<file path="config.mk">
export PLATFORM = sky130hd
export DESIGN_NAME = operand_display_scanner
export DESIGN_NICKNAME = d
export VERILOG_FILES = /design/src/rtl/calc_display_pkg.sv /design/src/rtl/bcd_to_seg.sv /design/src/rtl/operand_display_scanner.sv
export SDC_FILE = /design/constraint.sdc
export NUM_CORES = 1
export LEC_CHECK = 0
export BUFFER_PORTS_ARGS = -buffer_cell sky130_fd_sc_hd__buf_4
export CORE_ASPECT_RATIO = 1.2
export CORE_UTILIZATION = 45
export CTS_CLUSTER_DIAMETER = 200
export DETAILED_ROUTE_END_ITERATION = 12
export PLACE_DENSITY = 0.7
export SETUP_SLACK_MARGIN = 0.15
export SLEW_MARGIN = 10
export SYNTH_ARGS = -nofsm -noshare
export SYNTH_HDL_FRONTEND = slang
export SYNTH_SLANG_ARGS = --single-unit
</file>
<file path="constraint.sdc">
create_clock -name Clock -period 1.79 [get_ports Clock]
set_input_delay 0.2685 -clock Clock [delete_from_list [all_inputs] [get_ports Clock]]
set_output_delay 0.2685 -clock Clock [all_outputs]
set_load 0.005 [all_outputs]
</file>
<file path="src/rtl/calc_display_pkg.sv">
// Shared constants for the operand display path: widths, active-low segment
// patterns {g,f,e,d,c,b,a} and the scan slot encoding.
package calc_display_pkg;

  localparam int OPERAND_W = 13;
  localparam int DIGIT_W   = 4;

  localparam logic [6:0] SEG_BLANK = 7'b1111111;
  localparam logic [6:0] SEG_MINUS = 7'b0111111;
  localparam logic [6:0] SEG_E     = 7'b0000110;

  // Index n holds the pattern for decimal digit n.
  localparam logic [9:0][6:0] SEG_DIGIT = {
    7'b0010000, 7'b0000000, 7'b1111000, 7'b0000010, 7'b0010010,
    7'b0011001, 7'b0110000, 7'b0100100, 7'b1111001, 7'b1000000
  };

  typedef enum logic [1:0] {
    SLOT_D1   = 2'd0,
    SLOT_D2   = 2'd1,
    SLOT_D3   = 2'd2,
    SLOT_SIGN = 2'd3
  } slot_e;

  function automatic logic [3:0] anode_for(input slot_e s);
    return ~(4'b0001 << s);
  endfunction

endpackage

</file>
<file path="src/rtl/bcd_to_seg.sv">
// Combinational BCD digit to active-low seven-segment decoder; digits above 9
// decode to "E" and raise invalid.
module bcd_to_seg
  import calc_display_pkg::*;
(
  input  logic [DIGIT_W-1:0] digit,
  output logic [6:0]         seg,
  output logic               invalid
);

  // Table lookup with a catch-all for non-BCD codes.
  always_comb begin
    seg     = SEG_E;
    invalid = 1'b0;
    case (digit)
      4'd0:    seg = SEG_DIGIT[0];
      4'd1:    seg = SEG_DIGIT[1];
      4'd2:    seg = SEG_DIGIT[2];
      4'd3:    seg = SEG_DIGIT[3];
      4'd4:    seg = SEG_DIGIT[4];
      4'd5:    seg = SEG_DIGIT[5];
      4'd6:    seg = SEG_DIGIT[6];
      4'd7:    seg = SEG_DIGIT[7];
      4'd8:    seg = SEG_DIGIT[8];
      4'd9:    seg = SEG_DIGIT[9];
      default: begin
        seg     = SEG_E;
        invalid = 1'b1;
      end
    endcase
  end

endmodule

</file>
<file path="src/rtl/operand_display_scanner.sv">
// Multiplexed 4-position seven-segment driver for a sign-magnitude BCD word,
// with a load/ready pending slot that only reaches the display at frame end.
module operand_display_scanner
  import calc_display_pkg::*;
#(
  parameter int REFRESH_DIV   = 50000,
  parameter bit BLANK_LEADING = 1'b1
) (
  input  logic                 Clock,
  input  logic                 reset,
  input  logic                 load,
  input  logic [OPERAND_W-1:0] operand,
  output logic                 ready,
  output logic                 err,
  output logic [3:0]           an,
  output logic [6:0]           seg
);

  localparam int               CNT_W    = $clog2(REFRESH_DIV);
  localparam logic [CNT_W-1:0] CNT_LAST = CNT_W'(REFRESH_DIV - 1);

  logic [CNT_W-1:0]     cnt_r;
  slot_e                slot_r;
  logic [OPERAND_W-1:0] disp_r;
  logic [OPERAND_W-1:0] pend_r;
  logic                 ready_r;
  logic                 err_r;
  logic [3:0]           an_r;
  logic [6:0]           seg_r;

  logic       frame_end_s;
  logic [6:0] seg1_s, seg2_s, seg3_s;
  logic       inv1_s, inv2_s, inv3_s;
  logic       invalid_s, mag_zero_s, blank3_s, blank2_s;
  logic [3:0] an_next_s;
  logic [6:0] seg_next_s;

  bcd_to_seg u_d1 (.digit(disp_r[3:0]),  .seg(seg1_s), .invalid(inv1_s));
  bcd_to_seg u_d2 (.digit(disp_r[7:4]),  .seg(seg2_s), .invalid(inv2_s));
  bcd_to_seg u_d3 (.digit(disp_r[11:8]), .seg(seg3_s), .invalid(inv3_s));

  assign frame_end_s = (slot_r == SLOT_SIGN) && (cnt_r == CNT_LAST);
  assign invalid_s   = inv1_s | inv2_s | inv3_s;
  assign mag_zero_s  = (disp_r[11:0] == 12'd0);
  assign blank3_s    = BLANK_LEADING && (disp_r[11:8] == 4'd0);
  assign blank2_s    = blank3_s && (disp_r[7:4] == 4'd0);

  // Select anode and segment pattern for the current slot; cnt==0 is dead time.
  always_comb begin
    an_next_s  = 4'b1111;
    seg_next_s = SEG_BLANK;
    if (cnt_r == '0) begin
      an_next_s  = 4'b1111;
      seg_next_s = SEG_BLANK;
    end else begin
      an_next_s = anode_for(slot_r);
      case (slot_r)
        SLOT_D1:   seg_next_s = invalid_s ? SEG_E : seg1_s;
        SLOT_D2:   seg_next_s = invalid_s ? SEG_E : (blank2_s ? SEG_BLANK : seg2_s);
        SLOT_D3:   seg_next_s = invalid_s ? SEG_E : (blank3_s ? SEG_BLANK : seg3_s);
        SLOT_SIGN: seg_next_s = (!invalid_s && disp_r[12] && !mag_zero_s) ? SEG_MINUS : SEG_BLANK;
        default:   seg_next_s = SEG_BLANK;
      endcase
    end
  end

  // Slot timebase and registered display outputs.
  always_ff @(posedge Clock) begin
    if (!reset) begin
      cnt_r  <= '0;
      slot_r <= SLOT_D1;
      err_r  <= 1'b0;
      an_r   <= 4'b1111;
      seg_r  <= SEG_BLANK;
    end else begin
      an_r  <= an_next_s;
      seg_r <= seg_next_s;
      err_r <= invalid_s;
      if (cnt_r == CNT_LAST) begin
        cnt_r  <= '0;
        slot_r <= slot_e'(slot_r + 2'd1);
      end else begin
        cnt_r <= cnt_r + CNT_W'(1);
      end
    end
  end

  // Pending slot handshake; the display word only changes at frame end.
  always_ff @(posedge Clock) begin
    if (!reset) begin
      disp_r  <= '0;
      pend_r  <= '0;
      ready_r <= 1'b1;
    end else if (frame_end_s && !ready_r) begin
      disp_r  <= pend_r;
      ready_r <= 1'b1;
    end else if (load && ready_r) begin
      pend_r  <= operand;
      ready_r <= 1'b0;
    end else begin
      ready_r <= ready_r;
    end
  end

  assign ready = ready_r;
  assign err   = err_r;
  assign an    = an_r;
  assign seg   = seg_r;

endmodule

</file>
After elaboration in Yosys (flattened, before gate mapping)

Cells that the tools add are included.
Widths: inputs -> output; s select.

Register bits: 57
Output and inout bits: 13

$add $sub $neg: 2
Equal/unequal tests: 31
Shifts and indexed selects: 1
Multiplexer cells: 13
Bitwise gates (word level): 5
Reduce and logical (&&, ||, !) cells: 22

Operator list:

| operator              | number |
|---|---|
| $pmux 7 s10           | 2 |
| $pmux 7 s9            | 1 |
| $eq 4x3->1 const B    | 12 |
| $mux 7                | 6 |
| $reduce_or 10->1      | 3 |
| $pmux 7 s4            | 1 |
| $eq 4x2->1 const B    | 6 |
| $eq 4x4->1 const B    | 6 |
| $add 16x1->16 const B | 1 |
| $eq 16x16->1 const B  | 1 |
| $logic_not 16->1      | 1 |
| $eq 4x1->1 const B    | 3 |
| $logic_not 12->1      | 1 |
| $logic_not 4->1       | 3 |
| $logic_and 1x1->1     | 6 |
| $reduce_or 2->1       | 3 |
| $eq 2x2->1 const B    | 2 |
| $not 4->4             | 1 |
| $shl 1x2->4 const A   | 1 |
| $logic_not 1->1       | 3 |
| $mux 1                | 3 |
| $add 2x1->2 const B   | 1 |
| $eq 2x1->1 const B    | 1 |
| $logic_not 2->1       | 1 |
| 3 further kinds       | 5 |

Depth between registers and ports, before layout

Depth in word-level cells: 10
Depth in mapped cells: 8
Mapped depth without buffers: 6

Cells and area by module

A second synthesis with hierarchy kept.

Cell total of the unflattened synthesis: 352
Area total of the unflattened synthesis: 2911.5 µm²

By module, submodules not included:

| module                  | times used | cells an instance | area an instance (µm²) | sequential area each (µm²) |
|---|---|---|---|---|
| operand_display_scanner | 1          | 286               | 2509.9                 | 1141.1 |
| bcd_to_seg              | 3          | 22                | 133.9                  | 0.0 |

Worst setup path after synthesis

OpenSTA, ideal clock, no wires.

Kind: register -> register
Start point: register cnt_r[0]
End point: register disp_r[7]
Library setup time: 0.116 ns
Data arrival time: 1.581 ns
Data required time: 1.674 ns
Slack: 0.093 ns
Stages on the path, launching flop included: 9
Path buffers: 2
Period minus slack after synthesis: 1.697 ns
Cell sequence: dfxtp_1 > ha_1 > nand3_1 > nor3_1 > nand4bb_1 > buf_6 > buf_12 > mux2i_1 > nor2b_1

Word-level cells in the longest chain between the ends: 3

RTL lines:

| item                   | line                          | text |
|---|---|---|
| start, declared        | operand_display_scanner.sv:22 | `logic [CNT_W-1:0] cnt_r;` |
| start signal, assigned | operand_display_scanner.sv:83 | `cnt_r <= cnt_r + CNT_W'(1);` |
| $eq 16x16->1           | operand_display_scanner.sv:42 | `assign frame_end_s = (slot_r == SLOT_SIGN) && (cnt_r == CNT_LAST);` |
| $logic_and 1x1->1      | operand_display_scanner.sv:42 |  |
| $logic_and 1x1->1      | operand_display_scanner.sv:94 | `end else if (frame_end_s && !ready_r) begin` |
| end signal, assigned   | operand_display_scanner.sv:95 | `disp_r <= pend_r;` |
| end, declared          | operand_display_scanner.sv:24 | `logic [OPERAND_W-1:0] disp_r;` |

Every way passes these cells.
A chain may end at the register's enable or synchronous reset.

Worst setup path in the final report

Start point: register disp_r[9]
End point: register seg_r[2], in the netlist seg[2]

Word-level cells in the longest chain between the ends: 6
Elaborated cells on any way between the ends: 21
Classes of those cells: eq/ne: 9; mux: 8; bitwise: 1; reduce/logical: 3

RTL lines:

| item                                     | line                                                                                        | text |
|---|---|---|
| $eq 4x1->1, or another cell as far along | bcd_to_seg.sv:15                                                                            | `case (digit)` |
| $reduce_or 10->1 (no line)               | -                                                                                           |  |
| $mux 1                                   | bcd_to_seg.sv:15                                                                            |  |
| $or 1x1->1                               | operand_display_scanner.sv:43                                                               | `assign invalid_s = inv1_s \| inv2_s \| inv3_s;` |
| $mux 7 (on tied branches)                | operand_display_scanner.sv:60, operand_display_scanner.sv:58, operand_display_scanner.sv:59 |  |
| $pmux 7 s4 (*)                           | operand_display_scanner.sv:57                                                               | `case (slot_r)` |
| end signal, assigned                     | operand_display_scanner.sv:77                                                               | `seg_r <= seg_next_s;` |
| end, declared                            | operand_display_scanner.sv:29                                                               | `logic [6:0] seg_r;` |

Mark *: on every way between the ends. The rest lies on a longest branch, timed or not.

==> results.py <==
metrics = {
    "logic_synthesis": {
        "ys_types": 55,
        "avgSynthCellArea_um2": 8.853,
        "yosys_warnings": 0,
        "synth_edf_count": 0,
        "synthMuxAreaShare": 0.05778,
        "synth.area.top_cells": "dfxtp_1 (41%), nand2_1 (6.0%), mux2i_1 (5.0%), nor2b_1 (4.2%), xor2_1 (3.7%)",
        "syn-cell-area_um2": 2815,
        "synthCells": 318,
        "yosys.area_share.simple": 0.2484,
        "synth.yosys.seq_area_share": 0.4053,
        "yosys.area.top_type": "dfxtp_1",
        "ys.flop_type": "dfxtp_1",
        "synth_xor_area_frac": 0.05911,
        "synth.top_cell.area_share": 0.4053,
        "synthAdderAreaFrac": 0.03111,
        "synth_compound_area_frac": 0.1453,
        "synth-seq-cells": 57,
        "synth_top_family_by_area": "simple AND/OR/NAND/NOR gates",
        "syn_nets": 341,
        "async_flop_share": 0,
    },
    "timing": {
        "slew_viol_final": 0,
        "slew_headroom": 0.6877,
        "rsz0062_at_grt": "true",
        "period_minus_slack_ns": 1.610,
        "worst_pin_slew_ns": 0.4685,
        "post-route-period-util": 0.8992,
        "fmax_mhz": 621.3,
        "setup-tns-final_ns": 0,
        "worst_slack_ns": 0.1805,
        "finalHoldViolCount": 0,
        "finalClockSkew_ns": 0.007756,
        "finalSetupViolations": 0,
    },
    "outcome": {
        "outcome": "finished clean",
    },
    "floorplan": {
        "io_pins": 29,
        "die_h_um": 88.65,
        "die_width_um": 74.21,
        "rows": 31,
        "initial_core_util": 0.4653,
        "die_area_um2": 6578,
        "core-area_um2": 6051,
    },
    "critical_path": {
        "start_kind": "register",
        "path_buf_inv": 0,
        "cp_cell_sequence": "o21ai_2 > nand2_2 > o31a_1 > a2111oi_2 > o21ai_1",
        "required_ns": 2.00,
        "cp-end-kind": "register",
        "worst_path_largest_cell_delay_ns": 0.38,
        "crit_fanout": 6,
        "critPathKind": "reg -> reg",
        "cpLargestDelayFamily": "compound AO/OA/AOI/OAI gates",
        "reg2reg_slack_ns": 0.18,
        "slowest_stage": "a2111oi_2",
        "arrival_ns": 1.82,
    },
    "power_and_ir_drop": {
        "ir_drop_mv": 0.6821,
        "power.leakage_nw": 1.464,
        "power_density_nw_per_um2": 779.5,
    },
    "global_route": {
        "grt_overflow_total": 0,
        "grt.total_usage": 0.1953,
        "grt_pass1_vias": 2038,
        "grt_pass1_wl_um": 9459,
        "grt_start_max_net_pins": 34,
        "antenna_found_initial": 0,
    },
    "placement": {
        "post_dp_cell_area_um2": 3162,
        "pre_cts_ws_ns": 0.1269,
        "place.gp.congestion": 0.8881,
        "portBuffers": 28,
        "detailedPlacementHpwl_um": 4030,
        "dp.cells": 426,
    },
    "route": {
        "remaining_drc_errors": 0,
        "drt_wl_total_um": 5987,
        "drtIter0Drc": 193,
        "wl_per_cell_um": 13.51,
        "num_vias": 2299,
        "drt.antenna.violating_nets": 0,
        "firstDrtPassIters": 4,
        "avgViaCountPerCell": 5.190,
    },
    "finish": {
        "final_cell_mix": "dfxtp_1 (50), buf_4 (46), nand2_1 (45)",
        "final_common_cell": "dfxtp_1",
        "instances_no_fill": 443,
        "fin_nets": 380,
        "final_core_util": 0.5715,
        "diodes": 0,
        "final_cell_area_um2": 3458,
        "area_delta_synth_final_pct": 22.84,
        "drive_above_1_share": 0.2604,
    },
    "clock_tree": {
        "clk_latency_ns": 0.34,
        "clock-sinks": 57,
        "cts_buffers": 9,
        "cts_tree": "built",
        "ctsHoldBuffers": 0,
        "htreeDepth": 3,
        "cts_root_buffer": "clkbuf_8",
        "clock_path_buffers": 2,
        "path_clk_slew_ns": 0.06,
    },
    "min_path": {
        "hold_path.class": "in -> reg",
    },
    "flow_run": {
        "cap_violations": 0,
    },
}
[tightest hold or removal path, stage by stage]
cell and delay, ns:
buf_4 0.11, nand2_1 0.04, a21boi_0 0.06
[where the power goes]
group	total [mW]	internal [mW]	switching, mW
Sequential	1.33	1.31	0.0190
Clock	1.20	0.706	0.493
Combinational	0.169	0.0921	0.0769
[cell type report]
class	instances	area, um2
fillers	562	2592
multi-input cells	234	1605
flip-flops and latches	57	1152
repair buffers	48	376.6
clock buffers	12	155.1
well taps	82	102.6
clock inverters	3	40.04
inverters	7	26.28
[sequential cells by signal (all words and copies together), names as in the netlist]
name / cells
cnt_r: 16
disp_r: 13
pend_r: 13
seg: 7
an: 4
slot_r: 2
err: 1
ready: 1
[timing repair]
action                     in CTS  in global routing
gates resized for setup         3                 22
setup endpoints to repair       2                 34
pin swaps                       0                  2
buffers inserted                0                  1
cloned                          0                  1
[final timing paths]
path                            depth (start not counted)                   start                      to
worst max register to register                          5  disp_r[9]$_SDFFE_PN0P_       seg[2]$_SDFF_PP1_
worst max-delay path                                    5  disp_r[9]$_SDFFE_PN0P_       seg[2]$_SDFF_PP1_
worst min-delay path                                    3              operand[2]  pend_r[2]$_SDFFE_PN0P_
worst min register to register                          1     cnt_r[0]$_SDFF_PP0_     cnt_r[0]$_SDFF_PP0_
[routing by layer]
layer	global-route usage	routed length (um)	up-vias
li1	-	-	1176
met1	0.2575	2815	1043
met2	0.2893	2752	70
met3	0.05581	301	10
met4	0.09790	118	0
met5	0	0	-
[synth_stat cells (5+ instances only)]
| library cell | count |
|---|---|
| a21boi_0 | 13 |
| and3_1 | 5 |
| inv_1 | 7 |
| dfxtp_1 | 57 |
| clkbuf_1 | 10 |
| nand2b_1 | 5 |
| mux2i_1 | 14 |
| xnor2_1 | 7 |
| nand2_1 | 45 |
| ha_1 | 7 |
| nor3_1 | 10 |
| nand3_1 | 8 |
| nand4_1 | 5 |
| nor2_1 | 24 |
| xor2_1 | 12 |
| nor2b_1 | 19 |
| o21ai_0 | 6 |
[per-stage QoR]
| stage | hold slack, ns | total power [mW] |
|---|---|---|
| floorplan | 0.4134 | 1.434 |
| global placement | 0.4449 | 1.520 |
| detailed placement | 0.4581 | 1.522 |
| CTS | 0.1788 | 2.712 |
| global route | 0.1857 | 2.794 |
| finish | 0.1885 | 2.696 |
[cell families after synthesis]
family,after synthesis
adders and majority gates,7
buffers and inverters,27
DFF,57
and+or+nand+nor,138
AOI/OAI and AO/OA,54
xor gates and xnor gates,19
muxes,16
Note: power is estimated with default switching activity, not from simulation.
